===== config.mk =====
export PLATFORM = sky130hd
export DESIGN_NAME = uart_tx_arbiter
export DESIGN_NICKNAME = d
export VERILOG_FILES = /design/src/rtl/uart_tx_arbiter.sv
export SDC_FILE = /design/constraint.sdc
export NUM_CORES = 1
export LEC_CHECK = 0
export BUFFER_PORTS_ARGS = -buffer_cell sky130_fd_sc_hd__buf_2
export CORE_ASPECT_RATIO = 0.75
export CORE_UTILIZATION = 55
export DETAILED_ROUTE_END_ITERATION = 6
export GPL_ROUTABILITY_DRIVEN = 0
export PLACE_DENSITY_LB_ADDON = 0.25
export REMOVE_ABC_BUFFERS = 1
export SYNTH_ARGS = -nofsm -noshare
export SYNTH_HDL_FRONTEND = slang
export SYNTH_SLANG_ARGS = --single-unit

===== constraint.sdc =====
create_clock -name clk -period 3.2 [get_ports clk]
set_clock_uncertainty 0.2 [all_clocks]
set_input_delay 0.48 -clock clk [delete_from_list [all_inputs] [get_ports clk]]
set_output_delay 0.48 -clock clk [all_outputs]
set_load 0.005 [all_outputs]

===== src/rtl/uart_tx_arbiter.sv =====
// uart_tx_arbiter: round-robin, message-granular sharing of one uart_tx.
// Stall timeout and max-length cap keep one source from holding the link.
// Ports: clk, reset (async, active-high)
//   req_valid/req_data/req_last/req_ready : per-requester byte streams
//   tx_data/tx_valid/tx_ready             : one-byte register to uart_tx
//   grant_id, busy                        : current/last grant, LOCKED flag
//   timeout_pulse, trunc_pulse            : one-cycle release reasons
module uart_tx_arbiter #(
  parameter int NUM_REQ = 3,
  parameter int DATA_W  = 8,
  parameter int TIMEOUT = 50000,
  parameter int MAX_LEN = 16
) (
  input  logic                        clk,
  input  logic                        reset,
  input  logic [NUM_REQ-1:0]          req_valid,
  input  logic [NUM_REQ*DATA_W-1:0]   req_data,
  input  logic [NUM_REQ-1:0]          req_last,
  output logic [NUM_REQ-1:0]          req_ready,
  output logic [DATA_W-1:0]           tx_data,
  output logic                        tx_valid,
  input  logic                        tx_ready,
  output logic [$clog2(NUM_REQ)-1:0]  grant_id,
  output logic                        busy,
  output logic                        timeout_pulse,
  output logic                        trunc_pulse
);

  localparam int GW = $clog2(NUM_REQ);
  localparam int LW = $clog2(MAX_LEN + 1);
  localparam int SW = $clog2(TIMEOUT + 1);

  typedef enum logic {
    IDLE,
    LOCKED
  } state_t;

  state_t state, state_nx;

  logic [GW-1:0]     last_grant;
  logic [GW-1:0]     pick;
  logic              pick_ok;
  logic [LW-1:0]     len_q;
  logic [SW-1:0]     stall_q;
  logic              slot_free;
  logic              up_xfer;
  logic              g_valid;
  logic              g_last;
  logic [DATA_W-1:0] g_data;
  logic              rel_last;
  logic              rel_len;
  logic              rel_to;
  logic              release_now;

  assign busy        = (state == LOCKED);
  assign slot_free   = !tx_valid || tx_ready;
  assign up_xfer     = busy && g_valid && slot_free;
  assign release_now = rel_last || rel_len || rel_to;

  // Granted requester's signals; ready is combinational on tx_ready.
  always_comb begin
    g_valid   = 1'b0;
    g_last    = 1'b0;
    g_data    = '0;
    req_ready = '0;
    for (int i = 0; i < NUM_REQ; i++) begin
      if (grant_id == GW'(i)) begin
        g_valid      = req_valid[i];
        g_last       = req_last[i];
        g_data       = req_data[i*DATA_W +: DATA_W];
        req_ready[i] = busy && slot_free;
      end
    end
  end

  // Round robin: indices above last_grant beat the wrapped ones;
  // descending loops let the lowest index in each group win.
  always_comb begin
    pick    = last_grant;
    pick_ok = 1'b0;
    for (int i = NUM_REQ - 1; i >= 0; i--) begin
      if (req_valid[i] && (GW'(i) <= last_grant)) begin
        pick    = GW'(i);
        pick_ok = 1'b1;
      end
    end
    for (int i = NUM_REQ - 1; i >= 0; i--) begin
      if (req_valid[i] && (GW'(i) > last_grant)) begin
        pick    = GW'(i);
        pick_ok = 1'b1;
      end
    end
  end

  always_ff @(posedge clk or posedge reset) begin
    if (reset) state <= IDLE;
    else       state <= state_nx;
  end

  // A last-flagged byte wins over the length cap.
  always_comb begin
    state_nx = state;
    rel_last = 1'b0;
    rel_len  = 1'b0;
    rel_to   = 1'b0;
    unique case (state)
      IDLE: begin
        if (pick_ok) state_nx = LOCKED;
      end
      LOCKED: begin
        if (up_xfer) begin
          if (g_last)
            rel_last = 1'b1;
          else if (len_q == LW'(MAX_LEN - 1))
            rel_len = 1'b1;
        end else if (stall_q == SW'(TIMEOUT - 1)) begin
          rel_to = 1'b1;
        end
        if (rel_last || rel_len || rel_to)
          state_nx = IDLE;
      end
      default: state_nx = IDLE;
    endcase
  end

  always_ff @(posedge clk or posedge reset) begin
    if (reset) begin
      grant_id      <= '0;
      last_grant    <= GW'(NUM_REQ - 1);
      len_q         <= '0;
      stall_q       <= '0;
      tx_valid      <= 1'b0;
      tx_data       <= '0;
      timeout_pulse <= 1'b0;
      trunc_pulse   <= 1'b0;
    end else begin
      timeout_pulse <= rel_to;
      trunc_pulse   <= rel_len;
      if (!busy && pick_ok)
        grant_id <= pick;
      // Output register drains regardless of state.
      if (up_xfer) begin
        tx_data  <= g_data;
        tx_valid <= 1'b1;
      end else if (tx_ready) begin
        tx_valid <= 1'b0;
      end
      if (busy) begin
        if (release_now) begin
          last_grant <= grant_id;
          len_q      <= '0;
          stall_q    <= '0;
        end else if (up_xfer) begin
          len_q   <= len_q + LW'(1);
          stall_q <= '0;
        end else begin
          stall_q <= stall_q + SW'(1);
        end
      end
    end
  end

endmodule

==> results of run 1 <==
per-layer routing:
layer	part of all wire [%]	vias to the layer above
li1	-	823
met2	42	43
met5	0	-
met3	4.3	9
met1	52	770
met4	1.8	0
synth_stat cells, types with 2 or more instances:
master	count	area share [%]
nand4_1	2	0.63
dfrtp_1	36	46
mux2i_1	12	6.1
clkbuf_1	5	0.95
xor2_1	7	3.1
o21ai_0	15	3.8
nor2_1	28	5.3
xnor2_1	6	2.7
nand4b_1	2	0.89
buf_4	3	1.1
nand2_1	18	3.4
nor3b_1	2	0.76
nor3_1	4	1.0
inv_1	10	1.9
nand3_1	10	2.5
nand2b_1	2	0.63
nor2b_1	3	0.95
o2bb2ai_1	2	0.89
and3_1	6	1.9
mux2_1	2	1.1
ha_1	3	1.9
a21oi_1	12	3.0
where the power goes:
part	switching, W	leakage, nW	total, W	internal (W)
Clock	0.000159	0.0585	0.000413	0.000254
Sequential	0.000140	0.483	0.000738	0.000597
Combinational	0.000405	0.634	0.000727	0.000322
stage by stage:
stage                     hold WS (ns)  total power (W)  area (µm²)
after floorplan                  0.269          0.00119        1930
after global placement           0.261          0.00145        2260
after detailed placement         0.269          0.00148        2260
after CTS                       0.0942          0.00190        2370
after global routing             0.118          0.00203        2370
final                           0.0687          0.00188        2370
logic make-up (layout without fill, tap and decap cells):
logic type,after synthesis,count (layout),share of synthesized area [%]
simple gates,85,85,22.1
compound gates,39,39,12.1
flops,37,37,47.0
buf+inv,18,71,3.99
mux,14,14,7.22
xor+xnor,13,13,5.77
fa+ha+maj,3,3,1.90
worst max path at each step:
stage,slack [ns],cells after the start,end,from
5_1_grt,0.58,5,len_q[4]$_DFFE_PP0P_,grant_id[0]$_DFFE_PP0P_
3_3_place_gp,0.87,5,last_grant[0]$_DFFE_PP0P_,grant_id[0]$_DFFE_PP0P_
4_1_cts,0.78,5,last_grant[0]$_DFFE_PP0P_,grant_id[0]$_DFFE_PP0P_
3_5_place_dp,0.78,5,last_grant[0]$_DFFE_PP0P_,grant_id[0]$_DFFE_PP0P_
6_report,0.79,5,last_grant[0]$_DFFE_PP0P_,grant_id[0]$_DFFE_PP0P_
2_1_floorplan,0.87,5,last_grant[0]$_DFFE_PP0P_,grant_id[0]$_DFFE_PP0P_
flip-flops by register name (all words and copies together), names as in the netlist:
signal / cells
last_grant: 2
timeout_pulse: 1
busy: 1
trunc_pulse: 1
len_q: 5
stall_q: 16
tx_data: 8
tx_valid: 1
grant_id: 2
area by class of cell:
cell class,instances,area [µm²]
tap,40,50.0
inverter,10,37.5
sequential,37,927
clock buffer,7,86.3
timing repair buffer,53,275
clock inverter,1,30.0
multi-input combinational,154,968
fill,256,981
worst max-delay path, stage by stage, from the launching register on:
cell and delay, ns:
dfrtp_1 0.83, mux2i_1 0.18, a2bb2oi_1 0.19, a211o_1 0.34, a21oi_4 0.20, mux2_1 0.35
placed cells by master, fill, tap and decap left out, types with 2 or more instances in the layout:
cell type	instances
nor2b_1	3
nand4b_1	2
nor3_1	4
nor2_1	28
nor3b_1	2
a21oi_1	12
o2bb2ai_1	2
buf_4	4
dfrtp_1	36
and3_1	6
nand4_1	2
mux2_1	2
mux2i_1	12
buf_2	49
nand2b_1	2
xor2_1	7
clkbuf_8	6
ha_1	3
xnor2_1	6
o21ai_0	15
nand2_1	18
nand3_1	10
inv_1	10
==> flow_metrics.env, run 1 <==
export IMPL_post_place_ws_ns=0.784
export IMPL_area_growth_pct=20.3
export IMPL_p_leak_nw=1.18
export IMPL_io_pins=50
export IMPL_worst_slack_ns=0.795
export IMPL_setup_viol=0
export IMPL_cts_sinks=37
export IMPL_slew_violations=0
export IMPL_initial_utilization_pct=58.8
export IMPL_use_met3_pct=5.24
export IMPL_min_period_ns=2.41
export IMPL_grt_use_total_pct=23.7
export IMPL_ctsHoldBuffers=0
export IMPL_yosysWarnings=0
export IMPL_wl_per_cell_um=13.5
export IMPL_dr_total_vias=1645
export IMPL_synth_cells=209
export IMPL_finalWirelength_um=4090
export IMPL_tightestPinTransition_ns=0.747
export IMPL_first_pass_iters=6
export IMPL_cts_tree="built"
export IMPL_drtIter0Drc=123
export IMPL_rrSetupSlack_ns=0.79
export IMPL_rows=18
export IMPL_crit_arrival_ns=2.38
export IMPL_critPathCaptureType="flop"
export IMPL_grt_first_pass_wirelength_um=6620
export IMPL_die_h_um=53.9
export IMPL_max_cap_viol_count=0
export IMPL_r2r_start="grant_id[0]$_DFFE_PP0P_"
export IMPL_io_buffers=49
export IMPL_synthFlopType="dfrtp_1"
export IMPL_worstPathRequired_ns=3.17
export IMPL_max_freq_mhz=416
export IMPL_synth_edf_count=0
export IMPL_synth_area_mm2=0.00197
export IMPL_detail_route_vias_per_cell=5.45
export IMPL_rsz0062_at_grt="false"
export IMPL_status="finished, violations left"
export IMPL_relSlewSlack_pct=50.2
export IMPL_cts_root_buf="clkbuf_8"
export IMPL_hold_viol=0
export IMPL_die_area_mm2=0.00384
export IMPL_power_density_mw_per_mm2=791
export IMPL_grt_pass1_vias=1456
export IMPL_hp_class="in2async"
export IMPL_fin_cells=302
export IMPL_final_nets=297
export IMPL_route_detailed_drc=1
export IMPL_r2r_cells=5
export IMPL_ctsHtreeMaxLevel=2
export IMPL_placed_cells=294
export IMPL_setup_tns_ns=0
export IMPL_dpl_hpwl_um=2960
export IMPL_synthArstFlopShare_pct=100
export IMPL_antenna_cells=0
export IMPL_post_cts_setup_buffers=0
export IMPL_violations="design-rule violations"
export IMPL_critical_path_class="reg2reg"
export IMPL_grtUsageMet2_pct=34.6
export IMPL_grt_antenna_before_repair=0
export IMPL_cts_buffer_depth=2
export IMPL_cts_buffers=5
export IMPL_finalCritPeriodShare_pct=75.2
export IMPL_grt_busiest_layer="met2"
export IMPL_post_route_util_pct=70.8
export IMPL_start_kind="flop"
export IMPL_final_antenna_net_count=0
export IMPL_irDropWorstVdd_uv=417
export IMPL_grt_max_degree=38
export IMPL_cts_resized=0
export IMPL_clk_latency_ns=0.29
export IMPL_ys_seq_area_share_pct=47.0
export IMPL_synth_cell_types=41
export IMPL_met1_usage_pct=34.2
export IMPL_crit_fanout=18
export IMPL_fp_dieW_um=71.2
export IMPL_reg2reg_to="last_grant[0]$_DFFE_PP0P_"
export IMPL_coreArea_mm2=0.00336
export IMPL_drive_gt1_share_pct=24.8
export IMPL_ys_seq_elements=37
export IMPL_grt_ovfl_total=0
export IMPL_cts_clk_slew_worst_paths_ns=0.07
export IMPL_syn_area_per_cell_um2=9.45
No activity file was read; power rests on OpenSTA's default activity.
==> run 2: changes to the inputs <==
Settings changed: CORE_UTILIZATION 55 to 53.
Clock period 3.2 ns to 2.3 ns, I/O delays scaled along.
==> flow_metrics.env, run 2 (same netlist as run 1, synthesis figures left out) <==
export IMPL_coreArea_mm2=0.00342
export IMPL_hold_viol=0
export IMPL_drive_gt1_share_pct=26.9
export IMPL_worstPathRequired_ns=2.28
export IMPL_grt_pass1_vias=1504
export IMPL_max_freq_mhz=451
export IMPL_p_leak_nw=1.22
export IMPL_critical_path_class="reg2reg"
export IMPL_grt_ovfl_total=0
export IMPL_critPathCaptureType="flop"
export IMPL_initial_utilization_pct=57.7
export IMPL_worst_slack_ns=0.0845
export IMPL_fillers=278
export IMPL_slew_violations=0
export IMPL_grt_busiest_layer="met2"
export IMPL_crit_arrival_ns=2.19
export IMPL_clk_latency_ns=0.29
export IMPL_placed_cells=309
export IMPL_post_route_util_pct=71.6
export IMPL_grt_use_total_pct=23.4
export IMPL_cts_buffers=5
export IMPL_post_place_ws_ns=0.0880
export IMPL_ctsHtreeMaxLevel=2
export IMPL_cts_clk_slew_worst_paths_ns=0.08
export IMPL_max_cap_viol_count=0
export IMPL_setup_tns_ns=0
export IMPL_final_common_cell="buf_2"
export IMPL_rsz0062_at_grt="false"
export IMPL_reg_top3="stall_q x16, tx_data x8, len_q x5"
export IMPL_fin_cells=321
export IMPL_grtUsageMet2_pct=37.2
export IMPL_final_nets=306
export IMPL_drtIter0Drc=127
export IMPL_crit_fanout=6
export IMPL_finalCritPeriodShare_pct=96.3
export IMPL_tightestPinTransition_ns=0.529
export IMPL_io_pins=50
export IMPL_first_pass_iters=4
export IMPL_final_antenna_net_count=0
export IMPL_grt_antenna_before_repair=0
export IMPL_antenna_cells=0
export IMPL_cts_resized=0
export IMPL_irDropWorstVdd_uv=581
export IMPL_hp_class="in2reg"
export IMPL_use_met3_pct=4.97
export IMPL_largest_register_ffs=16
export IMPL_detail_route_vias_per_cell=5.22
export IMPL_power_density_mw_per_mm2=1090
export IMPL_relSlewSlack_pct=64.6
export IMPL_cts_root_buf="clkbuf_8"
export IMPL_grt_first_pass_wirelength_um=6810
export IMPL_area_growth_pct=24.2
export IMPL_dpl_hpwl_um=3180
export IMPL_grt_max_degree=38
export IMPL_dr_total_vias=1676
export IMPL_power_w=0.00268
export IMPL_regMostFlops="stall_q"
export IMPL_finalWirelength_um=4260
export IMPL_cts_sinks=37
export IMPL_status="finished, final reports clean"
export IMPL_wl_per_cell_um=13.3
export IMPL_cts_tree="built"
export IMPL_cts_buffer_depth=2
export IMPL_rows=18
export IMPL_min_period_ns=2.22
export IMPL_layout_common_cells="buf_2, dfrtp_1, nor2_1"
export IMPL_die_area_mm2=0.00398
export IMPL_route_detailed_drc=0
export IMPL_io_buffers=49
export IMPL_setup_viol=0
export IMPL_rrSetupSlack_ns=0.08
export IMPL_fp_dieW_um=72.5
export IMPL_met1_usage_pct=31.8
export IMPL_start_kind="flop"
export IMPL_die_h_um=54.9
[run 2: routing by layer]
metal / vias up / share of wire (%)
met5: - / 0
met4: 0 / 1.1
met3: 6 / 4.7
met2: 41 / 44
met1: 785 / 51
li1: 844 / -
[run 2: final timing paths]
kind / end / depth (start not counted) / startpoint
setup / recovery: last_grant[0]$_DFFE_PP0P_ / 5 / stall_q[7]$_DFFE_PP0P_
hold / removal: tx_data[7]$_DFFE_PP0P_ / 3 / req_data[23]
setup reg to reg: last_grant[0]$_DFFE_PP0P_ / 5 / stall_q[7]$_DFFE_PP0P_
hold reg to reg: tx_data[0]$_DFFE_PP0P_ / 2 / tx_data[0]$_DFFE_PP0P_
max in group asynchronous: last_grant[1]$_DFFE_PP1P_ / 4 / reset
min in group asynchronous: tx_data[7]$_DFFE_PP0P_ / 4 / reset
[run 2: cell type report]
type                    count  area (µm²)  area share, %
clock buffers               6        72.6           2.96
clock inverters             2        38.8           1.58
inverters                  10        37.5           1.53
multi-input cells         154         968           39.5
flip-flops and latches     37         927           37.8
well taps                  50        62.6           2.55
repair buffers             62         345           14.1
[run 2: metrics by stage]
| step | hold slack (ns) | area (µm²) |
|---|---|---|
| after CTS | 0.132 | 2430 |
| after floorplan | 0.269 | 1930 |
| after detailed placement | 0.266 | 2310 |
| final | 0.130 | 2450 |
| after global routing | 0.139 | 2450 |
| after global placement | 0.260 | 2310 |
[run 2: where the power goes]
| part | internal (W) | leakage (nW) | switching (W) |
|---|---|---|---|
| sequential | 0.000832 | 0.483 | 0.000159 |
| combinational | 0.000498 | 0.678 | 0.000628 |
| clock | 0.000325 | 0.0554 | 0.000240 |
[run 2: critical path: stages, from the launching register on]
cell     delay [ns]
dfrtp_1        0.41
or3_4          0.41
nor4_4         0.41
o21ai_2        0.13
a21oi_4        0.20
mux2_1         0.34
[run 2: what timing repair did]
action	4_1_cts	5_1_grt
setup buffers	0	3
hold buffers	1	0
hold endpoints to repair	36	0
endpoints found under the setup margin	0	2
